<file path="src/rtl/mlp_eval_sequencer_pkg.sv">
// Shared types and constants for the MLP evaluation sequencer and its timeout counter.
package mlp_eval_sequencer_pkg;

  localparam int CLS_W                  = 4;
  localparam int IDX_W                  = 10;
  localparam int NUM_TESTS_DEFAULT      = 750;
  localparam int TIMEOUT_CYCLES_DEFAULT = 65535;

  typedef enum logic [2:0] {
    IDLE,
    ISSUE,
    WAIT,
    CMP,
    DONE_S,
    ERR
  } seq_state_e;

  // Scoreboard counters stick at all-ones instead of wrapping.
  function automatic logic [IDX_W-1:0] sat_inc(input logic [IDX_W-1:0] v);
    return (&v) ? v : v + 1'b1;
  endfunction

endpackage

</file>
<file path="src/rtl/mlp_eval_sequencer_timeout_counter.sv">
// Per-test watchdog: counts WAIT cycles and flags the terminal count at TIMEOUT_CYCLES-1.
module mlp_timeout_counter #(
  parameter int TIMEOUT_CYCLES = 65535
) (
  input  logic clk,
  input  logic rst,
  input  logic clear_i,
  input  logic enable_i,
  output logic tc_o
);

  localparam int CNT_W = (TIMEOUT_CYCLES > 1) ? $clog2(TIMEOUT_CYCLES) : 1;

  logic [CNT_W-1:0] cnt_q;

  assign tc_o = (cnt_q == CNT_W'(TIMEOUT_CYCLES - 1));

  // Counting stops at the terminal value so the flag stays asserted until cleared.
  always_ff @(posedge clk or negedge rst) begin
    if (!rst) begin
      cnt_q <= '0;
    end else if (clear_i) begin
      cnt_q <= '0;
    end else if (enable_i && !tc_o) begin
      cnt_q <= cnt_q + 1'b1;
    end
  end

endmodule

</file>
<file path="src/rtl/mlp_eval_sequencer.sv">
// Drives the MLP core through every test index, scores results against the label ROM
// and reports completion or a hung core.
module mlp_eval_sequencer
  import mlp_eval_sequencer_pkg::*;
#(
  parameter int NUM_TESTS      = NUM_TESTS_DEFAULT,
  parameter int TIMEOUT_CYCLES = TIMEOUT_CYCLES_DEFAULT
) (
  input  logic             clk,
  input  logic             rst,
  input  logic             run,
  output logic             mlp_start,
  output logic [IDX_W-1:0] mlp_test_num,
  input  logic             mlp_done,
  input  logic [CLS_W-1:0] mlp_out,
  output logic [IDX_W-1:0] label_addr,
  input  logic [CLS_W-1:0] label_data,
  output logic [IDX_W-1:0] correct_cnt,
  output logic [IDX_W-1:0] tested_cnt,
  output logic             busy,
  output logic             finished,
  output logic             error
);

  localparam logic [IDX_W-1:0] LAST_IDX = IDX_W'(NUM_TESTS - 1);

  seq_state_e       state_q, state_d;
  logic [IDX_W-1:0] idx_q, idx_d;
  logic [IDX_W-1:0] correct_q, correct_d;
  logic [IDX_W-1:0] tested_q, tested_d;
  logic [CLS_W-1:0] result_q, result_d;
  logic             done_q;
  logic             done_rise;
  logic             tmo_clear, tmo_en, tmo_tc;

  assign done_rise = mlp_done & ~done_q;

  mlp_timeout_counter #(
    .TIMEOUT_CYCLES(TIMEOUT_CYCLES)
  ) u_timeout (
    .clk     (clk),
    .rst     (rst),
    .clear_i (tmo_clear),
    .enable_i(tmo_en),
    .tc_o    (tmo_tc)
  );

  always_ff @(posedge clk or negedge rst) begin
    if (!rst) begin
      state_q   <= IDLE;
      idx_q     <= '0;
      correct_q <= '0;
      tested_q  <= '0;
      result_q  <= '0;
      done_q    <= 1'b0;
    end else begin
      state_q   <= state_d;
      idx_q     <= idx_d;
      correct_q <= correct_d;
      tested_q  <= tested_d;
      result_q  <= result_d;
      done_q    <= mlp_done;
    end
  end

  // In WAIT a done edge beats a simultaneous timeout terminal count.
  always_comb begin
    state_d   = state_q;
    idx_d     = idx_q;
    correct_d = correct_q;
    tested_d  = tested_q;
    result_d  = result_q;
    tmo_clear = 1'b0;
    tmo_en    = 1'b0;
    case (state_q)
      IDLE, DONE_S, ERR: begin
        if (run) begin
          state_d   = ISSUE;
          idx_d     = '0;
          correct_d = '0;
          tested_d  = '0;
        end
      end
      ISSUE: begin
        tmo_clear = 1'b1;
        state_d   = WAIT;
      end
      WAIT: begin
        if (done_rise) begin
          result_d = mlp_out;
          state_d  = CMP;
        end else if (tmo_tc) begin
          state_d = ERR;
        end else begin
          tmo_en = 1'b1;
        end
      end
      CMP: begin
        if (result_q == label_data) correct_d = sat_inc(correct_q);
        tested_d = sat_inc(tested_q);
        if (idx_q == LAST_IDX) begin
          state_d = DONE_S;
        end else begin
          idx_d   = idx_q + 1'b1;
          state_d = ISSUE;
        end
      end
      default: state_d = IDLE;
    endcase
  end

  assign mlp_start    = (state_q == ISSUE);
  assign mlp_test_num = idx_q;
  assign label_addr   = idx_q;
  assign correct_cnt  = correct_q;
  assign tested_cnt   = tested_q;
  assign busy         = (state_q == ISSUE) || (state_q == WAIT) || (state_q == CMP);
  assign finished     = (state_q == DONE_S);
  assign error        = (state_q == ERR);

endmodule
</file>
<file path="config.mk">
export PLATFORM = sky130hd
export DESIGN_NAME = mlp_eval_sequencer
export DESIGN_NICKNAME = d
export VERILOG_FILES = /design/src/rtl/mlp_eval_sequencer_pkg.sv /design/src/rtl/mlp_eval_sequencer_timeout_counter.sv /design/src/rtl/mlp_eval_sequencer.sv
export SDC_FILE = /design/constraint.sdc
export NUM_CORES = 1
export LEC_CHECK = 0
export BUFFER_PORTS_ARGS = -buffer_cell sky130_fd_sc_hd__buf_2
export CORE_MARGIN = 10
export CORE_UTILIZATION = 56
export CTS_CLUSTER_DIAMETER = 60
export DETAILED_ROUTE_END_ITERATION = 7
export MAX_ROUTING_LAYER = met4
export PLACE_DENSITY = 0.8
export REMOVE_ABC_BUFFERS = 1
export SYNTH_ARGS = -nofsm -noshare
export SYNTH_HDL_FRONTEND = slang
export SYNTH_SLANG_ARGS = --single-unit
</file>
<file path="constraint.sdc">
create_clock -name clk -period 2.71 [get_ports clk]
set_clock_uncertainty 0.05 [all_clocks]
set_input_delay 0.271 -clock clk [delete_from_list [all_inputs] [get_ports clk]]
set_output_delay 0.271 -clock clk [all_outputs]
set_load 0.05 [all_outputs]
</file>
==> run metrics, run 1 <==
detailed-placement wirelength estimate=5090 um; area of the core region=approximately 5200 um2; synthesized netlist cell count=317; final sum of negative setup slack=0 ns; critical register-to-register path endpoint=label_addr[9]$_DFFE_PN0P_; Avg Cell Area, Syn=around 9.5 um2; number of antenna violations at the first check in global routing=0; WL/cell=16.2 um; worst hold path cell count=1; worst max-slew margin expressed relative to the limit=53.3%; Clk Latency, worst-skew pair=0.31 ns; end-of-flow core utilization=65.9%; violation count after the first detailed-routing iteration=approximately 150; largest net degree at the start of global routing=55; Combinational Power Share=41.6%; crit path capture type=flop; number of antenna repair diodes=0; via count of the routed design=approximately 2600; Remaining Overflow, GRT=0; unrepaired setup endpoints after global routing=no; path class of the lowest-slack min-delay path=input pin to flop; worst supply voltage drop on vdd=~0.42 mV; area share of the largest cell type after synthesis=44.7%; slack of the worst reg-to-reg path=approximately 0.46 ns; synthesis warning total=0; leading cell type by number of instances after synthesis=sky130_fd_sc_hd__dfrtp_1; critical path arrival=2.44 ns; count of input and output buffers=55; floorplan die area=8730 um2; height of the chip=93.4 um; slowest stage cell, crit path=sky130_fd_sc_hd__or4_1; required time at the worst-slack endpoint=2.90 ns; overall routing resource usage=17.0%; leading register cell type out of synthesis=sky130_fd_sc_hd__dfrtp_1; number of nets in the finished design=379; Die X=93.4 um; cell accounting for the most synthesized area=sky130_fd_sc_hd__dfrtp_1; number of routed nets with antenna violations=0; clock-pin transition on the worst setup and hold timing paths=0.10 ns; time the final worst path needs with I/O delays and setup=around 2.3 ns; clock tree buffer depth=2; final clock period utilization by the worst path=83.1%; number of distinct standard cells referenced by the synthesized netlist=50; cells taking the most area after synthesis=sky130_fd_sc_hd__dfrtp_1 45%, sky130_fd_sc_hd__xnor2_1 3.8%, sky130_fd_sc_hd__nor2_1 3.6%; FF+latch area=around 1400 um2; number of endpoints with negative hold slack in the final report=0; sequential fraction of design power=38.9%; first-pass GRT wire length=about 12000 um; proportion of register bits with asynchronous set or reset after synthesis=100%; detailed-route vias per instance=6.00; library cell used as clock root buffer=sky130_fd_sc_hd__clkbuf_8; Endpoint, Worst Hold=done_q$_DFF_PN0_; final setup vio count=0; Pre-antenna DRT Iters=5; number of inserted filler cells in the final layout=418; I/O pins=56; cts bufs inserted=5; P_leak=approximately 1.6 nW; area of the multi-input gates=about 1500 um2; Register-to-Register Path Depth=4; crit-path cells=nand3b_1 -> or4_1 -> or3_1 -> a21oi_1; Final Routed Wirelength=6990 um; MaxCap Viol Count=0; post-synthesis to final-layout area growth=12.9%; Core Rows=26; number of levels the H-tree was split into=2; number of clock sinks=54; result of the run=finished clean; Max Fclk=approximately 440 MHz; fraction of final layout cells sized beyond drive strength 1=22.9%; slew of the pin with the lowest slew margin=~0.69 ns; CTS tree=done; startpoint of the most critical hold path=mlp_done; fraction of power consumed by the clock network=between 10% and 20%; final routed DRC violation total=0; sequential area share after synthesis=approximately 45%; category of the critical setup timing path=flop to flop; post-synthesis sequential element count=54; power density over cell area=817 nW/um2; crit path launch type=flop; Max Transition Viols Final=0; cell internal pwr=1.53 mW; via count of the first global-routing pass=2515; initial core utilization=58.4%; biggest cell delay along the critical path=~0.73 ns; Reg-to-Reg Start=state_q[2]$_DFFE_PN0P_; net switching power figure=1.26 mW; post-synth design cell area=3020 um2; top cell types by occurrence after synthesis=54 x sky130_fd_sc_hd__dfrtp_1, 29 x sky130_fd_sc_hd__nor2_1, 22 x sky130_fd_sc_hd__nand2_1; sw frac=between 40% and 50%; largest fanout on the critical path=11; global placer's final weighted congestion=around 0.94; number of flops mapped to enable cells by yosys=0
critical path: cells and delay by family (launching register included):
family	cells	cell delay, ns
compound gates	1	0.15
simple gates	3	1.55
flops	1	0.45
per-stage QoR:
stage	hold slack (ns)	cell area [um2]	setup slack (ns)	cells	power, mW
floorplan	-0.0746	2900	0.0906	296	1.92
global placement	0.239	3290	0.604	423	2.22
detailed placement	0.240	3290	0.503	423	2.26
CTS	0.0333	3410	0.488	432	2.80
global route	0.0212	3410	0.308	432	2.97
finish	0.0437	3410	0.458	432	2.79
state kept, by name (all words and copies together), names as in the netlist:
| register | count |
|---|---|
| state_q | 3 |
| label_addr | 10 |
| result_q | 4 |
| done_q | 1 |
| u_timeout.cnt_q | 16 |
| correct_cnt | 10 |
| tested_cnt | 10 |
power groups by stage:
| stage | logic [mW] | clock network (mW) | registers, mW |
|---|---|---|---|
| after floorplan | 0.626 | 0 | 1.30 |
| after global placement | 1.13 | 0 | 1.09 |
| after detailed placement | 1.16 | 0 | 1.10 |
| after CTS | 1.16 | 0.557 | 1.08 |
| after global routing | 1.27 | 0.590 | 1.11 |
| final | 1.16 | 0.543 | 1.08 |
kinds of logic after synthesis:
logic type / share of synthesized area (%)
AO/OA/AOI/OAI: 15.9
XOR/XNOR: 5.22
adder cells (fa/ha/maj): 2.49
buffers and inverters: 5.26
flip-flops: 44.7
multiplexers: 2.57
AND/OR/NAND/NOR: 23.8
cells in the final DEF (no fill, tap or decap), types with 3 or more instances in the layout:
cell type and instances:
sky130_fd_sc_hd__and3_1 7, sky130_fd_sc_hd__a31o_2 3, sky130_fd_sc_hd__dfrtp_1 54, sky130_fd_sc_hd__nand3_1 17, sky130_fd_sc_hd__nand2b_1 5, sky130_fd_sc_hd__or4_1 3
sky130_fd_sc_hd__or3_1 5, sky130_fd_sc_hd__nor2_1 29, sky130_fd_sc_hd__buf_2 55, sky130_fd_sc_hd__inv_1 10, sky130_fd_sc_hd__xor2_1 5, sky130_fd_sc_hd__mux2_2 6
sky130_fd_sc_hd__nand4_1 9, sky130_fd_sc_hd__a21o_1 3, sky130_fd_sc_hd__o21ai_0 18, sky130_fd_sc_hd__nor3_1 5, sky130_fd_sc_hd__a21oi_1 17, sky130_fd_sc_hd__nand2_1 22
sky130_fd_sc_hd__o31ai_1 4, sky130_fd_sc_hd__nor4_1 6, sky130_fd_sc_hd__a22o_1 4, sky130_fd_sc_hd__clkbuf_8 5, sky130_fd_sc_hd__ha_1 6, sky130_fd_sc_hd__o211ai_1 4
sky130_fd_sc_hd__nor3b_1 3, sky130_fd_sc_hd__a31oi_1 8, sky130_fd_sc_hd__xnor2_1 13, sky130_fd_sc_hd__and4_1 4
repair_timing:
item,CTS,global route
resized for setup,0,0
endpoints found under the hold margin,54,0
buffers inserted,0,0
hold buffers,1,0
worst max-delay path by stage:
stage,startpoint,to,slack [ns],cells past startpoint
2_1_floorplan,label_addr[1]$_DFFE_PN0P_,label_addr[9]$_DFFE_PN0P_,0.09,7
3_5_place_dp,state_q[2]$_DFFE_PN0P_,label_addr[9]$_DFFE_PN0P_,0.50,4
6_report,state_q[2]$_DFFE_PN0P_,label_addr[9]$_DFFE_PN0P_,0.46,4
5_1_grt,state_q[0]$_DFFE_PN0P_,u_timeout.cnt_q[13]$_DFFE_PN0P_,0.31,5
3_3_place_gp,state_q[2]$_DFFE_PN0P_,label_addr[9]$_DFFE_PN0P_,0.60,4
4_1_cts,state_q[2]$_DFFE_PN0P_,label_addr[9]$_DFFE_PN0P_,0.49,4
area by class of cell:
type	instances	share of cell area, %
well taps	70	2.57
multi-input cells	232	44.3
clock buffers	6	2.13
flip-flops and latches	54	39.6
clock inverters	2	1.10
inverters	10	1.10
repair buffers	58	9.17
routing by layer:
layer	vias up	part of all wire (%)	track usage [%]	wire [um]
met1	1273	41	20.0	2900
met2	71	52	27.5	3610
met3	10	5.6	4.88	389
met5	-	0	-	0
li1	1238	-	-	-
met4	0	1.3	5.14	93
Power figures use the tool's default switching activity.
==> run 2: changes to the inputs <==
- clock period: 2.71 -> 2.3 ns (I/O delays scaled with it)
==> run 2 against run 1 <==
Against the previous run: combinational power increased by 22%; non-clock buffer count increased by 7; die area unchanged; global-route usage decreased by 0.26 points; utilization increased by 0.65 points; count of clock-buffer cells in the layout increased by 1; critical endpoint is now label_addr[5]$_DFFE_PN0P_.
==> run metrics, run 2 (synthesis gave the netlist of run 1 again) <==
largest fanout on the critical path=7; post-cts gate resize count=0; via count of the routed design=2630; post-synthesis to final-layout area growth=14.0%; commonest cells after routing, fill and taps aside=55 x sky130_fd_sc_hd__buf_2, 54 x sky130_fd_sc_hd__dfrtp_1, 29 x sky130_fd_sc_hd__nor2_1; Core Rows=26; category of the critical setup timing path=flop to flop; number of endpoints with negative hold slack in the final report=0; minimum setup slack after placement=0.192 ns; Max Transition Viols Final=0; Max Fclk=471 MHz; final clock period utilization by the worst path=between 90% and 100%; path class of the lowest-slack min-delay path=input pin to flop; cts bufs inserted=5; number of routed nets with antenna violations=0; worst supply voltage drop on vdd=0.536 mV; startpoint of the most critical hold path=mlp_done; Clk Latency, worst-skew pair=0.32 ns; Final Routed Wirelength=6940 um; result of the run=finished clean; fraction of final layout cells sized beyond drive strength 1=between 20% and 30%; worst hold slack=0.0166 ns; crit path capture type=flop; cell area reported after detailed placement=3340 um2; global placer's final weighted congestion=0.937; critical path arrival=about 2.3 ns; slew of the pin with the lowest slew margin=0.627 ns; slack of the critical path=0.179 ns; first-pass GRT wire length=11800 um; crit-path cells=inv_1 -> ha_1 -> nand4bb_2 -> nor2_2 -> or4_1 -> or3_1 -> a21oi_1; number of levels the H-tree was split into=2; library cell used as clock root buffer=sky130_fd_sc_hd__clkbuf_8; final setup vio count=0; Layout Cell Area excl Fill=3440 um2; area of the core region=5170 um2; post-CTS setup buffers=0; WL/cell=15.8 um; time the final worst path needs with I/O delays and setup=2.12 ns; clock-pin transition on the worst setup and hold timing paths=approximately 0.10 ns; final sum of negative setup slack=0 ns; clock tree buffer depth=2; end-of-flow core utilization=66.6%; overall routing resource usage=16.7%; most common cell after layout, fill and taps aside=sky130_fd_sc_hd__buf_2; Remaining Overflow, GRT=0; Reg-to-Reg Start=label_addr[1]$_DFFE_PN0P_; P_leak=1.59 nW; detailed-placement wirelength estimate=around 5300 um; Top reg by flops=u_timeout.cnt_q; number of flip-flops in the largest register=16; number of antenna violations at the first check in global routing=0; initial core utilization=approximately three fifths; I/O pins=56; Pre-antenna DRT Iters=5; biggest cell delay along the critical path=between 0.5 and 0.6 ns; slack of the worst reg-to-reg path=0.18 ns; number of clock sinks=between 50 and 60; largest net degree at the start of global routing=29; number of antenna repair diodes=0; final routed DRC violation total=0; CTS tree=done; height of the chip=93.4 um; worst max-slew margin expressed relative to the limit=58.2%; Die X=93.4 um; floorplan die area=8730 um2; violation count after the first detailed-routing iteration=around 170; slowest stage cell, crit path=sky130_fd_sc_hd__or4_1; required time at the worst-slack endpoint=2.49 ns; crit path launch type=flop; power density over cell area=940 nW/um2; Worst Setup SP=label_addr[1]$_DFFE_PN0P_; MaxCap Viol Count=0; number of nets in the finished design=386; detailed-route vias per instance=5.99; via count of the first global-routing pass=roughly 2500; unrepaired setup endpoints after global routing=no; hold buffer count at CTS=1; count of input and output buffers=55
run 2: worst max-delay path: cells and delay by family, from the launching register on:
kind / cells / cell delay (ns)
fa+ha+maj: 1 / 0.19
flops: 1 / 0.43
buf+inv: 1 / 0.07
simple gates: 4 / 1.15
compound gates: 1 / 0.17
run 2: report_power, final:
part | total [mW] | leakage, nW | internal, mW | switching (mW)
combinational | 1.41 | 0.811 | 0.429 | 0.984
clock | 0.550 | 0.0482 | 0.244 | 0.306
sequential | 1.28 | 0.732 | 1.09 | 0.183
run 2: path summary, 6_finish.rpt:
check / end / cells past startpoint
setup / recovery: label_addr[5]$_DFFE_PN0P_ / 7
hold / removal: done_q$_DFF_PN0_ / 1
setup reg to reg: label_addr[5]$_DFFE_PN0P_ / 7
hold reg to reg: u_timeout.cnt_q[6]$_DFFE_PN0P_ / 1
max in group asynchronous: u_timeout.cnt_q[8]$_DFFE_PN0P_ / 3
min in group asynchronous: tested_cnt[3]$_DFFE_PN0P_ / 2
run 2: through the flow:
| step | power (mW) | cells |
|---|---|---|
| 6_report | 3.24 | 439 |
| 5_1_grt | 3.44 | 439 |
| 4_1_cts | 3.26 | 439 |
| 3_5_place_dp | 2.71 | 430 |
| 3_3_place_gp | 2.67 | 430 |
| 2_1_floorplan | 2.26 | 296 |
run 2: final cells by class:
type                    instances  area, um2
repair buffers                 65        365
fillers                       428       1730
flip-flops and latches         54       1350
multi-input cells             232       1510
clock buffers                   7       86.3
well taps                      70       87.6
clock inverters                 1       5.00
inverters                      10       37.5
run 2: per-layer routing:
metal  vias up  track usage (%)  part of all wire [%]
li1       1255                -                     -
met1      1265             18.9                    41
met2       102             28.6                    51
met3         8             4.16                   6.8
met4         0             4.88                   1.2
met5         -                -                     0
==> run 3: changes to the inputs <==
- CORE_ASPECT_RATIO: default -> 0.5
==> run 3 against run 2 <==
Against the previous run: the run now ends with hold timing left; count of clock-buffer cells in the layout is 2 lower; cell count is 0.23% lower; global-route usage is 1.1 points lower; wire length is 5.6% lower; non-clock buffer count is 1 lower; total power is 1.4% lower; critical path depth stayed put; via count is 4.9% lower; sequential power hardly changed; die area is 2.0% higher.
==> run metrics, run 3 (synthesis gave the netlist of run 1 again) <==
via count of the routed design=2500; required time at the worst-slack endpoint=approximately 2.5 ns; minimum setup slack after placement=0.238 ns; number of levels the H-tree was split into=2; I/O pins=56; number of endpoints with negative hold slack in the final report=29; floorplan die area=approximately 8900 um2; area of the core region=about 5100 um2; height of the chip=71.9 um; final clock period utilization by the worst path=between 90% and 100%; number of clock sinks=54; number of routed nets with antenna violations=0; slack of the worst reg-to-reg path=0.21 ns; result of the run=complete, but fails checks; most common cell after layout, fill and taps aside=sky130_fd_sc_hd__buf_2; WL/cell=about 15 um; Remaining Overflow, GRT=0; biggest cell delay along the critical path=0.58 ns; commonest cells after routing, fill and taps aside=55 x sky130_fd_sc_hd__buf_2, 54 x sky130_fd_sc_hd__dfrtp_1, 29 x sky130_fd_sc_hd__nor2_1; cts bufs inserted=5; power density over cell area=933 nW/um2; MaxCap Viol Count=0; critical path arrival=2.27 ns; clock tree buffer depth=2; overall routing resource usage=15.6%; FF+latch area=1350 um2; Die X=124 um; category of the critical setup timing path=flop to flop; unrepaired setup endpoints after global routing=no; library cell used as clock root buffer=sky130_fd_sc_hd__clkbuf_8; number of nets in the finished design=385; number of antenna repair diodes=0; slack of the critical path=0.215 ns; Register-to-Register Path Depth=7; count of input and output buffers=between 50 and 60; Pre-antenna DRT Iters=4; initial core utilization=roughly 60%; final setup vio count=0; global placer's final weighted congestion=0.827; Reg-to-Reg Start=label_addr[1]$_DFFE_PN0P_; fraction of final layout cells sized beyond drive strength 1=about 24%; Max Transition Viols Final=0; detailed-route vias per instance=around 5.7; slowest stage cell, crit path=sky130_fd_sc_hd__or4_1; hold buffer count at CTS=1; detailed-placement wirelength estimate=4990 um; first-pass GRT wire length=11200 um; largest net degree at the start of global routing=55; largest fanout on the critical path=7; area of the multi-input gates=1510 um2; slew of the pin with the lowest slew margin=between 0.6 and 0.7 ns; Core Rows=18; final routed DRC violation total=0; crit-path cells=inv_1 -> ha_1 -> nand4bb_2 -> nor2_2 -> or4_1 -> or3_1 -> a21oi_1; P_leak=1.58 nW; violation count after the first detailed-routing iteration=213; Top reg by flops=u_timeout.cnt_q; worst hold slack=-0.0187 ns; worst max-slew margin expressed relative to the limit=a little under three fifths; clock-pin transition on the worst setup and hold timing paths=0.10 ns; Clk Latency, worst-skew pair=0.31 ns; number of flip-flops in the largest register=16; CTS tree=done; post-cts gate resize count=0; crit path capture type=flop; crit path launch type=flop; path class of the lowest-slack min-delay path=input pin to async pin; critical register-to-register path endpoint=label_addr[9]$_DFFE_PN0P_; number of inserted filler cells in the final layout=433; worst supply voltage drop on vdd=0.463 mV; time the final worst path needs with I/O delays and setup=2.09 ns; post-CTS setup buffers=0; post-synthesis to final-layout area growth=13.3%; Max Fclk=approximately 480 MHz; failing checks=hold timing; via count of the first global-routing pass=2449; Final Routed Wirelength=6550 um; number of antenna violations at the first check in global routing=0
[run 3: power by group]
group          total (mW)  switching [mW]  internal, mW  leakage [nW]
Clock               0.526           0.312         0.215        0.0441
Sequential           1.27           0.179          1.09         0.732
Combinational        1.40           0.978         0.417         0.801
[run 3: cell type report]
type,count,share of cell area (%)
Multi-Input combinational cell,232,44.1
Sequential cell,54,39.5
Timing Repair Buffer,64,10.1
Tap cell,70,2.56
Clock buffer,5,2.01
Inverter,10,1.10
Clock inverter,3,0.622
[run 3: layer usage]
| metal | track usage (%) | vias to the layer above | wire length, um |
|---|---|---|---|
| met5 | - | - | 0 |
| met4 | 2.95 | 0 | 37 |
| met3 | 3.47 | 5 | 311 |
| met2 | 26.9 | 43 | 3260 |
| li1 | - | 1248 | - |
| met1 | 18.5 | 1204 | 2940 |
[run 3: critical path, delay by kind of cell (launching register included)]
kind | cells | cell delay (ns)
flops | 1 | 0.44
fa+ha+maj | 1 | 0.19
buf+inv | 1 | 0.06
simple gates | 4 | 1.14
compound gates | 1 | 0.14
[run 3: how the worst max path moves through the flow]
| stage | startpoint | end | cells past startpoint |
|---|---|---|---|
| CTS | label_addr[1]$_DFFE_PN0P_ | label_addr[5]$_DFFE_PN0P_ | 7 |
| global placement | label_addr[0]$_DFFE_PN0P_ | label_addr[9]$_DFFE_PN0P_ | 6 |
| global route | label_addr[1]$_DFFE_PN0P_ | label_addr[5]$_DFFE_PN0P_ | 7 |
| floorplan | label_addr[1]$_DFFE_PN0P_ | label_addr[9]$_DFFE_PN0P_ | 7 |
| finish | label_addr[1]$_DFFE_PN0P_ | label_addr[9]$_DFFE_PN0P_ | 7 |
| detailed placement | label_addr[1]$_DFFE_PN0P_ | label_addr[9]$_DFFE_PN0P_ | 7 |
[run 3: through the flow]
step / power (mW) / util [%] / instance area [um2] / TNS, ns / std cells
6_report: 3.19 / 67.5 / 3420 / 0 / 438
5_1_grt: 3.42 / 67.5 / 3420 / 0 / 438
4_1_cts: 3.22 / 67.5 / 3420 / 0 / 438
3_5_place_dp: 2.69 / 65.6 / 3320 / 0 / 429
3_3_place_gp: 2.64 / 65.6 / 3320 / 0 / 429
2_1_floorplan: 2.26 / - / 2900 / -0.952 / 296
